[src/rtl/btn_pkg.sv]
// Shared constants and helpers for the button conditioner.
// Sizes counters from the largest value they must hold.
package btn_pkg;

    localparam int BTN_WIDTH        = 12;
    localparam int STEP_BIT_DEFAULT = 0;

    // Bits needed to count 0..n-1, never less than one
    function automatic int cnt_width(input int n);
        return (n < 2) ? 1 : $clog2(n);
    endfunction

endpackage

[src/rtl/btn_debounce_bit.sv]
// One button channel: synchroniser, stability counter,
// debounced level and registered press/release pulses.
module btn_debounce_bit
    import btn_pkg::*;
#(
    parameter int STABLE_TICKS = 20
) (
    input  logic i_clk,
    input  logic i_rst_n,
    input  logic i_tick,
    input  logic i_btn,
    output logic o_level,
    output logic o_press,
    output logic o_release
);

    localparam int CW = cnt_width(STABLE_TICKS + 1);
    localparam logic [CW-1:0] LAST = CW'(STABLE_TICKS - 1);

    logic          r_meta;
    logic          r_sync;
    logic [CW-1:0] r_cnt;
    logic          r_level;
    logic          r_press;
    logic          r_release;
    logic          w_diff;
    logic          w_flip;

    assign w_diff = r_sync ^ r_level;
    assign w_flip = i_tick & w_diff & (r_cnt == LAST);

    // Two-flop synchroniser for the raw asynchronous input
    always_ff @(posedge i_clk or negedge i_rst_n) begin
        if (!i_rst_n) begin
            r_meta <= 1'b0;
            r_sync <= 1'b0;
        end else begin
            r_meta <= i_btn;
            r_sync <= r_meta;
        end
    end

    // Count consecutive ticks of disagreement; any agreement restarts it
    always_ff @(posedge i_clk or negedge i_rst_n) begin
        if (!i_rst_n) begin
            r_cnt <= '0;
        end else if (i_tick) begin
            if (!w_diff || w_flip) begin
                r_cnt <= '0;
            end else begin
                r_cnt <= r_cnt + 1'b1;
            end
        end
    end

    // Flip the level once qualified and flag the edge direction
    always_ff @(posedge i_clk or negedge i_rst_n) begin
        if (!i_rst_n) begin
            r_level   <= 1'b0;
            r_press   <= 1'b0;
            r_release <= 1'b0;
        end else begin
            r_level   <= r_level ^ w_flip;
            r_press   <= w_flip & ~r_level;
            r_release <= w_flip & r_level;
        end
    end

    assign o_level   = r_level;
    assign o_press   = r_press;
    assign o_release = r_release;

endmodule

[src/rtl/btn_step_conditioner.sv]
// Debounces the board buttons and derives the CPU step enable,
// free-running in run mode or one pulse per press in step mode.
module btn_step_conditioner
    import btn_pkg::*;
#(
    parameter int WIDTH        = BTN_WIDTH,
    parameter int TICK_DIV     = 50000,
    parameter int STABLE_TICKS = 20,
    parameter int STEP_BIT     = STEP_BIT_DEFAULT
) (
    input  logic             clk,
    input  logic             rst_n,
    input  logic [WIDTH-1:0] btn_in,
    input  logic             step_mode,
    output logic [WIDTH-1:0] btn_level,
    output logic [WIDTH-1:0] btn_press,
    output logic [WIDTH-1:0] btn_release,
    output logic             cpu_step
);

    logic w_tick;
    logic r_mode_meta;
    logic r_mode_s;
    logic r_cpu_step;

    generate
        if (TICK_DIV <= 1) begin : g_nodiv
            assign w_tick = 1'b1;
        end else begin : g_div
            localparam int PW = cnt_width(TICK_DIV);
            localparam logic [PW-1:0] TOP = PW'(TICK_DIV - 1);

            logic [PW-1:0] r_pcnt;

            assign w_tick = (r_pcnt == TOP);

            // Sample prescaler shared by every channel
            always_ff @(posedge clk or negedge rst_n) begin
                if (!rst_n) begin
                    r_pcnt <= '0;
                end else begin
                    r_pcnt <= w_tick ? '0 : r_pcnt + 1'b1;
                end
            end
        end
    endgenerate

    generate
        for (genvar g = 0; g < WIDTH; g++) begin : g_ch
            btn_debounce_bit #(
                .STABLE_TICKS(STABLE_TICKS)
            ) u_bit (
                .i_clk    (clk),
                .i_rst_n  (rst_n),
                .i_tick   (w_tick),
                .i_btn    (btn_in[g]),
                .o_level  (btn_level[g]),
                .o_press  (btn_press[g]),
                .o_release(btn_release[g])
            );
        end
    endgenerate

    // Synchronise the mode switch
    always_ff @(posedge clk or negedge rst_n) begin
        if (!rst_n) begin
            r_mode_meta <= 1'b0;
            r_mode_s    <= 1'b0;
        end else begin
            r_mode_meta <= step_mode;
            r_mode_s    <= r_mode_meta;
        end
    end

    // Run mode steps every cycle; step mode echoes the step press
    always_ff @(posedge clk or negedge rst_n) begin
        if (!rst_n) begin
            r_cpu_step <= 1'b0;
        end else begin
            r_cpu_step <= r_mode_s ? btn_press[STEP_BIT] : 1'b1;
        end
    end

    assign cpu_step = r_cpu_step;

endmodule

[config.mk]
export PLATFORM = sky130hd
export DESIGN_NAME = btn_step_conditioner
export DESIGN_NICKNAME = d
export VERILOG_FILES = /design/src/rtl/btn_pkg.sv /design/src/rtl/btn_debounce_bit.sv /design/src/rtl/btn_step_conditioner.sv
export SDC_FILE = /design/constraint.sdc
export NUM_CORES = 1
export LEC_CHECK = 0
export ABC_AREA = 1
export ABC_CLOCK_PERIOD_IN_PS = 2300
export BUFFER_PORTS_ARGS = -buffer_cell sky130_fd_sc_hd__buf_2
export CORE_MARGIN = 2
export CORE_UTILIZATION = 60
export CTS_CLUSTER_DIAMETER = 200
export DETAILED_ROUTE_END_ITERATION = 8
export HOLD_SLACK_MARGIN = 0.08
export MAX_ROUTING_LAYER = met4
export PLACE_DENSITY_LB_ADDON = 0.15
export RECOVER_POWER = 50
export SETUP_SLACK_MARGIN = 0.3
export SLEW_MARGIN = 10
export SYNTH_ARGS = -nofsm -noshare
export SYNTH_HDL_FRONTEND = slang
export SYNTH_SLANG_ARGS = --single-unit
export TNS_END_PERCENT = 10
[constraint.sdc]
create_clock -name clk -period 2.3 [get_ports clk]
set_clock_uncertainty 0.2 [all_clocks]
set_input_delay 0.115 -clock clk [delete_from_list [all_inputs] [get_ports clk]]
set_output_delay 0.115 -clock clk [all_outputs]
set_load 0.01 [all_outputs]
Yosys cells after proc, flatten, opt, wreduce, memory -nomap -nowiden
Cells that the tools add are included.
Word-level totals
  RAM bits: 0
  bits of input ports: 15
  memories kept: 0
  bits in read-only memories: 0
  latch bits: 0
  output and inout port bits: 37
  flip-flop bits (word level): 139
Operators by class
  divide/modulo/power cells: 0
  multipliers: 0
  reductions and logical operators: 24
  add/sub/neg operators: 13
  muxes and demuxes: 14
  order comparisons: 0
  equality and inequality tests: 13
  shift operators: 0
  bitwise operators: 84
Operators by type and width (count)
  $add 5x1->5 const B: 12
  $eq 5x5->1 const B: 12
  $mux 5: 12
  $and 1x1->1: 48
  $xor 1x1->1: 24
  $add 16x1->16 const B: 1
  $eq 16x16->1 const B: 1
  $mux 16: 1
  $logic_not 1->1: 12
  $logic_or 1x1->1: 12
  $not 1->1: 12
  $mux 1: 1

Depth between registers and ports, before layout
Gate-level depths: netlist (run 1).
  word-level depth: 5
  gate-level depth with buffers: 11
  mapped depth without buffers: 9

Modules after synthesis
A second synthesis (run 1) with hierarchy kept.
Second synthesis, totals
  cell total of the unflattened synthesis: 726
  area total of the unflattened synthesis: 6364.9 µm²
Modules (own cells, without submodules)
  btn_debounce_bit: sequential area each 250.2 µm², cells an instance 50, area an instance 450.4 µm², instances 12
  btn_step_conditioner: sequential area each 475.5 µm², cells an instance 126, area an instance 959.7 µm², instances 1

Worst setup path after synthesis (run 1)
No wires, ideal clock.
  kind: flip-flop to flip-flop
  start point: reg g_div.r_pcnt[0]
  end point: reg g_ch[10].u_bit.r_level
  period minus slack after synthesis: 1983 ps
  path slack: 317 ps
  arrival time: 1720 ps
  cell stages (with the launch flop): 12
  buffers on the path: 2
  cell sequence: dfrtp_1 ha_1 nand2_1 nor2_2 nand3_2 nor2_4 buf_4 buf_6 nand2_1 nor2_1 ha_1 inv_1
On the way
  cells in the longest elaborated chain, start to end: 4
Ends and longest elaborated chain
  start, declared: line btn_step_conditioner.sv:33  | logic [PW-1:0] r_pcnt;
  start signal, assigned: line btn_step_conditioner.sv:42  | r_pcnt <= w_tick ? '0 : r_pcnt + 1'b1;
  $eq 16x16->1: line btn_step_conditioner.sv:35  | assign w_tick = (r_pcnt == TOP);
  $and 1x1->1 (2 in series): line btn_debounce_bit.sv:30  | assign w_flip = i_tick & w_diff & (r_cnt == LAST);
  $xor 1x1->1: line btn_debounce_bit.sv:63  | r_level <= r_level ^ w_flip;
  end signal, assigned: line btn_debounce_bit.sv:63
  end, declared: line btn_debounce_bit.sv:23  | logic r_level;
No other way between the ends.
A chain may end at the register's enable or synchronous reset.

Final worst setup path (run 1)
  start point: reg g_div.r_pcnt[1]
  end point: reg g_ch[6].u_bit.r_level
On the way
  cells in the longest elaborated chain, start to end: 4
Ends and longest elaborated chain (line)
  $eq 16x16->1: btn_step_conditioner.sv:35
  $and 1x1->1 (2 in series): btn_debounce_bit.sv:30
  $xor 1x1->1: btn_debounce_bit.sv:63
  end signal, assigned: btn_debounce_bit.sv:63
  end, declared: btn_debounce_bit.sv:23
No other way between the ends.

==> flow_metrics.env, run 1 <==
export IMPL_synthToLayoutAreaGrowth_pct=18.7
export IMPL_synthCells=780
export IMPL_finalHoldViolations=0
export IMPL_die_x_um=111
export IMPL_p_clk_share_pct=51.7
export IMPL_fin_crit_ns=2.02
export IMPL_layout_common_cells="203 x nand2_1, 139 x dfrtp_1, 103 x inv_1, 86 x nand4_1, 55 x nand3_1"
export IMPL_drive_above_1_share_pct=11.8
export IMPL_slew_headroom_pct=49.6
export IMPL_cts_root_buf="clkbuf_16"
export IMPL_routed_wl_mm=13.7
export IMPL_die_area_um2=12300
export IMPL_start_util_pct=62.2
export IMPL_placed_cells=920
export IMPL_first_pass_iters=5
export IMPL_clock_sinks=139
export IMPL_cts_buffers=17
export IMPL_grt_max_degree=55
export IMPL_grt_pass1_vias=5270
export IMPL_vias=5303
export IMPL_tightest_slew_ns=0.756
export IMPL_num_rows=38
export IMPL_pre_cts_ws_ns=0.151
export IMPL_cp_data_required_time_ns=2.46
export IMPL_ys_ff_latch=139
export IMPL_synth_top_cell_area_share_pct=50.9
export IMPL_numPortBuffers=51
export IMPL_fin_setup_tns_ns=0
export IMPL_whs_ns=0.129
export IMPL_status="finished, final reports clean"
export IMPL_antenna_left=0
export IMPL_ir_drop_v=0.000582
export IMPL_grt_pass1_wl_mm=23.4
export IMPL_track_usage_pct=24.3
export IMPL_dpl_cell_area_um2=6990
export IMPL_num_antenna_cells=0
export IMPL_overflow=0
export IMPL_seq_area_frac_synth_pct=50.9
export IMPL_final_common_cell="nand2_1"
export IMPL_p_per_area_nw_per_um2=661
export IMPL_drc=0
export IMPL_vias_per_cell=5.34
export IMPL_dpl_hpwl_mm=8.07
export IMPL_maxCapViolations=0
export IMPL_final_nets=893
export IMPL_p_switching_mw=1.06
export IMPL_p_leak_nw=4.49
export IMPL_setup_viol=0
export IMPL_fin_cells=994
export IMPL_antenna_found_initial=0
export IMPL_ys_warn_count=0
export IMPL_cts_tree="done"
export IMPL_fin_area_um2=8110
export IMPL_die_h_um=111
export IMPL_finalCritPeriodShare_pct=87.7
export IMPL_place_congestion=0.834
export IMPL_worstSkewPairLatency_ns=0.43
export IMPL_arrival_ns=2.18
export IMPL_slew_viol_final=0
export IMPL_rsz0062_at_grt="true"
export IMPL_wire_per_inst_um=13.8
export IMPL_synth_area_top_cells="dfrtp_1 51%, nand2_1 11%, nand4_1 7.9%"
export IMPL_swShare_pct=19.8
export IMPL_power_internal_mw=4.30
export IMPL_combPwrFrac_pct=2.1
export IMPL_power_mw=5.36
export IMPL_synth_cell_type_count=23
export IMPL_path_class="flip-flop to flip-flop"
export IMPL_drt_initial_drc_count=448
export IMPL_mappedNetlistNets=832
export IMPL_seq_power_share_pct=46.3
export IMPL_max_freq_mhz=496
export IMPL_path_max_fanout=6
export IMPL_synth_area_um2=6830
export IMPL_final_core_util_pct=73.8
export IMPL_min_path_type="input pin to flip-flop"
export IMPL_synth_avg_cell_area_um2=8.76
export IMPL_ioPinCount=52
export IMPL_r2r_setup_slack_ns=0.28
export IMPL_htree_levels=4
export IMPL_path_clk_slew_ns=0.06
export IMPL_crit_path_start_kind="flip-flop"
export IMPL_cts_buffer_depth=2
export IMPL_worst_setup_path_end_kind="flip-flop"
export IMPL_fin_ws_ns=0.283
export IMPL_core_um2=11000
export IMPL_post_synth_top_area_cell="dfrtp_1"
[state kept, by name (all words and copies together) (netlist names), 12 cells and up]
register              count
g_ch.u_bit.r_cnt         60
g_ch.u_bit.o_release     12
g_ch.u_bit.o_level       12
g_ch.u_bit.r_sync        12
g_ch.u_bit.o_press       12
g_ch.u_bit.r_meta        12
g_div.r_pcnt             16
[cell type report]
cell class	count	area (um2)
clock buffer	26	489
multi-input combinational	474	2680
timing repair buffer	104	778
sequential	139	3480
inverter	105	394
fill	777	2880
tap	140	175
clock inverter	6	110
[power groups by stage]
stage	combinational, mW	sequential, mW	clock (mW)
final	0.111	2.48	2.77
after global routing	0.127	2.48	2.92
after CTS	0.116	2.48	2.82
after detailed placement	0.0957	2.52	0
after global placement	0.0942	2.52	0
after floorplan	0.0176	2.52	0
[layer usage]
layer	global-route usage, %	part of all wire (%)	vias to the layer above
met5	-	0	-
met4	10.7	2.1	0
met3	6.34	5.0	28
met2	40.2	51	155
met1	28.2	42	2521
li1	-	-	2599
[worst max-delay path: stages, from the launching register on]
cell	delay, ns
dfrtp_1	0.35
ha_1	0.21
nand2_4	0.07
nor2_4	0.09
nand3_2	0.08
nor2_4	0.19
buf_12	0.14
buf_12	0.13
nand2_2	0.07
nor2_4	0.12
ha_1	0.24
inv_1	0.06
[repair_timing]
| action | 4_1_cts | 5_1_grt |
|---|---|---|
| hold buffers | 15 | 0 |
| setup endpoints to repair | 80 | 89 |
| hold endpoints to repair | 152 | 0 |
| buffers inserted | 13 | 11 |
| gates resized for setup | 16 | 20 |
| gates cloned | 3 | 0 |
| pin swaps | 5 | 12 |
[path summary, 6_finish.rpt]
path,startpoint,to,cells past startpoint
min in group asynchronous,rst_n,g_ch[0].u_bit.r_cnt[3]$_DFFE_PN0N_,3
max,g_div.r_pcnt[1]$_DFF_PN0_,g_ch[6].u_bit.o_level$_DFF_PN0_,11
max reg2reg,g_div.r_pcnt[1]$_DFF_PN0_,g_ch[6].u_bit.o_level$_DFF_PN0_,11
max in group asynchronous,rst_n,g_div.r_pcnt[5]$_DFF_PN0_,4
min reg2reg,g_ch[9].u_bit.r_meta$_DFF_PN0_,g_ch[9].u_bit.r_sync$_DFF_PN0_,0
min,btn_in[4],g_ch[4].u_bit.r_meta$_DFF_PN0_,2
[cells in the mapped netlist]
cell type / n
nand2_1: 209
inv_1: 104
dfrtp_1: 139
nand4_1: 86
nor2_2: 1
inv_2: 1
nand3_2: 1
nor2_4: 1
o21ai_0: 1
clkbuf_1: 17
xor2_1: 28
nor3_1: 4
ha_1: 37
and2_1: 1
or2_2: 1
nor2_1: 43
buf_6: 1
a21oi_1: 2
nand3_1: 55
buf_2: 7
o21bai_1: 2
buf_4: 37
nor3b_1: 2
[cells by family (layout without fill, tap and decap cells)]
family	after synthesis	in the layout	share of synthesized area, %
AO/OA/AOI/OAI	5	5	0.439
buffers and inverters	167	241	11.4
adder cells (fa/ha/maj)	37	37	6.78
AND/OR/NAND/NOR	404	404	26.8
XOR/XNOR	28	28	3.59
flip-flops	139	139	50.9
(Power assumes the default switching activity.)
==> inputs of run 2 (changes only) <==
- SYNTH_HIERARCHICAL: default -> 1
==> run 2 against run 1 <==
Effect of this change: sequential power about the same; global-route usage up 2.0 points; die area down 6.6%; total power down 1.2%; first-iteration DRC count down 34%; combinational power up 17%; critical path type unchanged.
==> flow_metrics.env, run 2 <==
export IMPL_status="finished, final reports clean"
export IMPL_layout_common_cells="187 x nand2_1, 139 x dfrtp_1, 92 x inv_1, 89 x nor2_1, 42 x clkbuf_1"
export IMPL_synth_top_family_by_area="simple AND/OR/NAND/NOR gates"
export IMPL_htree_levels=4
export IMPL_drt_initial_drc_count=296
export IMPL_synth_most_common_cell="nand2_1"
export IMPL_rr_endpoint="g_ch[3].u_bit/o_level$_DFF_PN0_"
export IMPL_vias_per_cell=5.25
export IMPL_ys_ff_latch=139
export IMPL_regMostFlops="g_ch.u_bit/r_cnt"
export IMPL_yosys_most_used_dff="dfrtp_1"
export IMPL_num_antenna_cells=0
export IMPL_cts_root_buf="clkbuf_8"
export IMPL_antenna_left=0
export IMPL_grt_max_degree=140
export IMPL_slew_headroom_pct=49.7
export IMPL_maxCapViolations=0
export IMPL_first_pass_iters=4
export IMPL_wire_per_inst_um=13.5
export IMPL_path_clk_slew_ns=0.06
export IMPL_fin_crit_ns=2.06
export IMPL_slowest_stage="dfrtp_1"
export IMPL_synth_simple_area_share_pct=23.7
export IMPL_synth_compound_area_share_pct=6.47
export IMPL_track_usage_pct=26.3
export IMPL_cpLargestDelayFamily="simple AND/OR/NAND/NOR gates"
export IMPL_die_h_um=107
export IMPL_path_class="flip-flop to flip-flop"
export IMPL_finalHoldViolations=0
export IMPL_synth_fa_ha_area_share_pct=7.27
export IMPL_synth_avg_cell_area_um2=8.77
export IMPL_power_mw=5.29
export IMPL_grt_pass1_wl_mm=22.7
export IMPL_reg_top3="g_ch.u_bit/r_cnt (60), g_div.r_pcnt (16)"
export IMPL_antenna_found_initial=0
export IMPL_ir_drop_v=0.000594
export IMPL_ioPinCount=52
export IMPL_clock_sinks=139
export IMPL_min_path_type="flip-flop to flip-flop"
export IMPL_die_x_um=107
export IMPL_slowest_delay_ns=0.42
export IMPL_worst_setup_path_end_kind="flip-flop"
export IMPL_rsz0062_at_grt="true"
export IMPL_core_um2=10300
export IMPL_mappedNetlistNets=778
export IMPL_routed_wl_mm=13.6
export IMPL_synthArstFlopShare_pct=100
export IMPL_placed_cells=917
export IMPL_min_to="g_ch[1].u_bit/r_sync$_DFF_PN0_"
export IMPL_finalCritPeriodShare_pct=89.8
export IMPL_fin_cells=1001
export IMPL_cts_tree="done"
export IMPL_cp_num_buf_inv=2
export IMPL_start_util_pct=61.7
export IMPL_fin_setup_tns_ns=0
export IMPL_hold_depth=0
export IMPL_crit_path_start_kind="flip-flop"
export IMPL_cts_buffer_depth=2
export IMPL_synth_cell_type_count=20
export IMPL_worstSkewPairLatency_ns=0.53
export IMPL_numPortBuffers=51
export IMPL_cts_buffers=17
export IMPL_synth_xor_area_share_pct=2.34
export IMPL_post_synth_top_area_cell="dfrtp_1"
export IMPL_tightest_slew_ns=0.755
export IMPL_place_congestion=0.872
export IMPL_path_max_fanout=5
export IMPL_final_nets=904
export IMPL_die_area_um2=11400
export IMPL_final_core_util_pct=77.7
export IMPL_rr_worst_depth=11
export IMPL_grt_pass1_vias=5246
export IMPL_p_per_area_nw_per_um2=660
export IMPL_setup_viol=0
export IMPL_synth_area_top_cells="dfrtp_1 55%, nand2_1 12%, ha_1 7.3%"
export IMPL_dpl_hpwl_mm=7.90
export IMPL_synthToLayoutAreaGrowth_pct=26.0
export IMPL_holdCritStartpoint="g_ch[1].u_bit/r_meta$_DFF_PN0_"
export IMPL_p_leak_nw=4.12
export IMPL_drive_above_1_share_pct=12.7
export IMPL_drc=0
export IMPL_synthMuxAreaShare_pct=0
export IMPL_synth_area_um2=6360
export IMPL_arrival_ns=2.34
export IMPL_r2r_start="g_div.r_pcnt[11]$_DFF_PN0_"
export IMPL_synth_commonest_cells="203 x nand2_1, 139 x dfrtp_1, 97 x nor2_1, 93 x inv_1, 37 x ha_1"
export IMPL_synth_top_cell_area_share_pct=54.6
export IMPL_max_freq_mhz=484
export IMPL_seq_area_frac_synth_pct=54.6
export IMPL_cp_data_required_time_ns=2.57
export IMPL_synthCells=726
export IMPL_largest_reg_flops=60
export IMPL_overflow=0
export IMPL_r2r_setup_slack_ns=0.24
export IMPL_worstPathCellList="nor2_1 > nand2_1 > nor2_4 > nand2_4 > inv_8 > nand2_2 > nor2_1 > nand2_1 > a21oi_2 > ha_1 > inv_1"
export IMPL_synth_edf_count=0
export IMPL_ys_warn_count=6
export IMPL_slew_viol_final=0
export IMPL_vias=5260
export IMPL_num_rows=37
export IMPL_final_common_cell="nand2_1"
-- run 2: worst max path at each step --
| stage | start | to | slack (ns) | cells after the start |
|---|---|---|---|---|
| 2_1_floorplan | g_div.r_pcnt[0]$_DFF_PN0_ | g_ch[0].u_bit/o_level$_DFF_PN0_ | 0.31 | 11 |
| 3_3_place_gp | g_div.r_pcnt[0]$_DFF_PN0_ | g_ch[5].u_bit/o_level$_DFF_PN0_ | 0.19 | 11 |
| 3_5_place_dp | g_div.r_pcnt[0]$_DFF_PN0_ | g_ch[10].u_bit/o_level$_DFF_PN0_ | 0.07 | 11 |
| 4_1_cts | g_div.r_pcnt[0]$_DFF_PN0_ | g_ch[4].u_bit/o_level$_DFF_PN0_ | 0.29 | 11 |
| 5_1_grt | g_div.r_pcnt[0]$_DFF_PN0_ | g_ch[5].u_bit/o_level$_DFF_PN0_ | 0.13 | 11 |
| 6_report | g_div.r_pcnt[11]$_DFF_PN0_ | g_ch[3].u_bit/o_level$_DFF_PN0_ | 0.24 | 11 |
-- run 2: stage by stage --
stage | cell area, um2 | setup WS (ns) | hold WS (ns)
final | 8020 | 0.235 | 0.147
after global routing | 8020 | 0.128 | 0.155
after CTS | 7940 | 0.290 | 0.149
after detailed placement | 6940 | 0.0747 | 0.0244
after global placement | 6940 | 0.194 | 0.0227
after floorplan | 6470 | 0.310 | -0.381
-- run 2: final cells by class --
| cell class | instances | area [um2] |
|---|---|---|
| tap | 136 | 170 |
| timing repair buffer | 103 | 683 |
| clock inverter | 11 | 145 |
| sequential | 139 | 3480 |
| timing repair inverter | 4 | 52.6 |
| clock buffer | 21 | 439 |
| inverter | 94 | 365 |
| multi-input combinational | 493 | 2690 |
| fill | 685 | 2300 |
-- run 2: timing repair --
action | CTS | global route
endpoints found under the hold margin | 152 | 0
resized for setup | 9 | 18
buffers inserted | 9 | 11
endpoints found under the setup margin | 68 | 88
gates cloned | 3 | 1
hold buffers | 28 | 0
pin swaps | 6 | 7
-- run 2: logic make-up after synthesis --
kind of cell | count (synthesis)
compound gates | 76
xor+xnor | 17
buf+inv | 94
flops | 139
simple gates | 363
fa+ha+maj | 37
-- run 2: routing by layer --
metal	wire, um	vias to the layer above	global-route usage, %
li1	-	2548	-
met5	0	-	-
met4	231	0	9.65
met1	5450	2554	28.9
met2	7270	134	45.8
met3	606	24	7.29
-- run 2: power breakdown --
group	switching (mW)	internal [mW]	total, mW
sequential	0.0106	2.47	2.48
combinational	0.0770	0.0525	0.130
clock	1.00	1.68	2.68
==> inputs of run 3 (changes only) <==
- CELL_PAD_IN_SITES_DETAIL_PLACEMENT: default -> 0
- CELL_PAD_IN_SITES_GLOBAL_PLACEMENT: default -> 1
- CORE_UTILIZATION: 60 -> 46
==> run 3 against run 2 <==
Effect of this change: first-iteration DRC count shrank 11%; critical path depth is the same; sequential cell count is the same; worst setup slack lost 0.010 ns; clock power grew 5%; cell area grew 0.36%; utilization shrank 18 points; largest cell class unchanged; count of clock-buffer cells in the layout shrank 2.
==> flow_metrics.env, run 3 (synthesized netlist as in run 2, its figures left out) <==
export IMPL_status="finished, final reports clean"
export IMPL_cts_buffers=17
export IMPL_cts_tree="done"
export IMPL_grt_pass1_wl_mm=21.8
export IMPL_cp_common_cell="ha_1"
export IMPL_fill_cells=1176
export IMPL_cp_num_buf_inv=2
export IMPL_cts_root_buf="clkbuf_16"
export IMPL_max_freq_mhz=482
export IMPL_antenna_found_initial=0
export IMPL_path_max_fanout=6
export IMPL_reg_top3="g_ch.u_bit/r_cnt (60), g_div.r_pcnt (16)"
export IMPL_worst_setup_path_end_kind="flip-flop"
export IMPL_die_h_um=122
export IMPL_num_rows=42
export IMPL_first_pass_iters=5
export IMPL_wire_per_inst_um=12.3
export IMPL_core_um2=13400
export IMPL_overflow=0
export IMPL_maxCapViolations=0
export IMPL_p_per_area_nw_per_um2=671
export IMPL_num_antenna_cells=0
export IMPL_drt_initial_drc_count=262
export IMPL_path_class="flip-flop to flip-flop"
export IMPL_cpLargestDelayFamily="simple AND/OR/NAND/NOR gates"
export IMPL_vias_per_cell=4.85
export IMPL_setup_viol=0
export IMPL_numPortBuffers=51
export IMPL_min_path_type="input pin to flip-flop"
export IMPL_power_mw=5.40
export IMPL_slowest_stage="dfrtp_1"
export IMPL_slowest_delay_ns=0.36
export IMPL_slew_headroom_pct=49.6
export IMPL_grt_max_degree=54
export IMPL_regMostFlops="g_ch.u_bit/r_cnt"
export IMPL_drive_above_1_share_pct=14.2
export IMPL_finalHoldViolations=0
export IMPL_htree_levels=4
export IMPL_fin_crit_ns=2.07
export IMPL_finalCritPeriodShare_pct=90.2
export IMPL_die_x_um=122
export IMPL_arrival_ns=2.24
export IMPL_die_area_um2=14800
export IMPL_worstSkewPairLatency_ns=0.42
export IMPL_rsz0062_at_grt="true"
export IMPL_ioPinCount=52
export IMPL_dpl_hpwl_mm=8.18
export IMPL_synthToLayoutAreaGrowth_pct=26.5
export IMPL_grt_pass1_vias=4909
export IMPL_fin_setup_tns_ns=0
export IMPL_largest_reg_flops=60
export IMPL_layout_common_cells="189 x nand2_1, 139 x dfrtp_1, 91 x inv_1, 89 x nor2_1, 40 x clkbuf_1"
export IMPL_start_util_pct=47.5
export IMPL_clock_sinks=139
export IMPL_worstPathCellList="ha_1 > nand3_1 > nor2_4 > nand2_8 > inv_12 > nand2_2 > nor2_1 > nand2_1 > a21oi_2 > ha_1 > inv_1"
export IMPL_slew_viol_final=0
export IMPL_antenna_left=0
export IMPL_final_nets=900
export IMPL_routed_wl_mm=12.7
export IMPL_cp_data_required_time_ns=2.46
export IMPL_p_leak_nw=4.09
export IMPL_tightest_slew_ns=0.756
export IMPL_track_usage_pct=19.2
export IMPL_final_common_cell="nand2_1"
export IMPL_place_congestion=0.815
export IMPL_drc=0
export IMPL_vias=5027
export IMPL_ir_drop_v=0.000485
export IMPL_crit_path_start_kind="flip-flop"
export IMPL_path_clk_slew_ns=0.06
export IMPL_cts_buffer_depth=2
==> run 3: changes by cell type in the layout (fill, tap and decap cells not counted), sizes merged <==
cell | previous run | this run
dlygate4sd3 | 28 | 15
buf | 35 | 41
clkinvlp | 0 | 5
clkinv | 10 | 7
clkbuf | 60 | 62
clkdlybuf4s25 | 1 | 0
==> run 3: through the flow <==
step	worst slack, ns	hold slack [ns]	area, um2	util (%)	std cells
floorplan	0.310	-0.381	6470	-	726
finish	0.225	0.126	8050	60.1	1037
CTS	0.293	0.116	7920	59.1	1018
global route	0.102	0.112	8050	60.1	1037
detailed placement	0.105	-0.0881	7020	52.4	961
global placement	0.174	-0.0959	7020	52.4	961
==> run 3: cell type report <==
class                      instances  area [um2]  area share (%)
timing repair inverter             4        57.6           0.715
clock inverter                    13         168            2.08
clock buffer                      19         453            5.63
sequential                       139        3480            43.2
inverter                          94         365            4.54
multi-input combinational        493        2690            33.4
timing repair buffer              99         623            7.74
tap                              176         220            2.74
==> run 3: per-layer routing <==
layer	wire length [um]	vias to the layer above	GRT usage (%)	share of wire, %
li1	-	2552	-	-
met1	5780	2401	22.7	45
met2	6370	64	32.2	50
met3	426	10	5.10	3.4
met4	137	0	5.75	1.1
met5	0	-	-	0
==> run 3: where the power goes <==
group | internal [mW] | leakage (nW) | switching, mW
clock network | 1.77 | 0.288 | 1.04
registers | 2.47 | 1.87 | 0.00888
logic | 0.0404 | 1.94 | 0.0774
total | 4.28 | 4.09 | 1.13
==> run 3: final timing paths <==
kind / to / start / cells past startpoint / slack (ns)
worst max-delay path: g_ch[1].u_bit/o_level$_DFF_PN0_ / g_div.r_pcnt[0]$_DFF_PN0_ / 11 / 0.23
worst min-delay path: g_ch[1].u_bit/r_meta$_DFF_PN0_ / btn_in[1] / 2 / 0.13
worst max register to register: g_ch[1].u_bit/o_level$_DFF_PN0_ / g_div.r_pcnt[0]$_DFF_PN0_ / 11 / 0.23
worst min register to register: g_ch[0].u_bit/r_sync$_DFF_PN0_ / g_ch[0].u_bit/r_meta$_DFF_PN0_ / 0 / 0.15
max in group asynchronous: g_ch[5].u_bit/r_cnt[3]$_DFFE_PN0P_ / rst_n / 4 / 0.41
min in group asynchronous: g_ch[4].u_bit/o_press$_DFF_PN0_ / rst_n / 3 / 0.68
==> run 3: worst register-to-register path, stage by stage, from the launching register on <==
cell	delay [ns]
dfrtp_1	0.36
ha_1	0.18
nand3_1	0.15
nor2_4	0.17
nand2_8	0.15
inv_12	0.12
nand2_2	0.07
nor2_1	0.09
nand2_1	0.09
a21oi_2	0.14
ha_1	0.24
inv_1	0.06
==> run 3: what timing repair did <==
action,in CTS,in global routing
endpoints found under the setup margin,68,65
cloned,3,1
pin swaps,3,13
buffers inserted,7,18
endpoints found under the hold margin,152,0
hold buffers,15,0
resized for setup,8,21
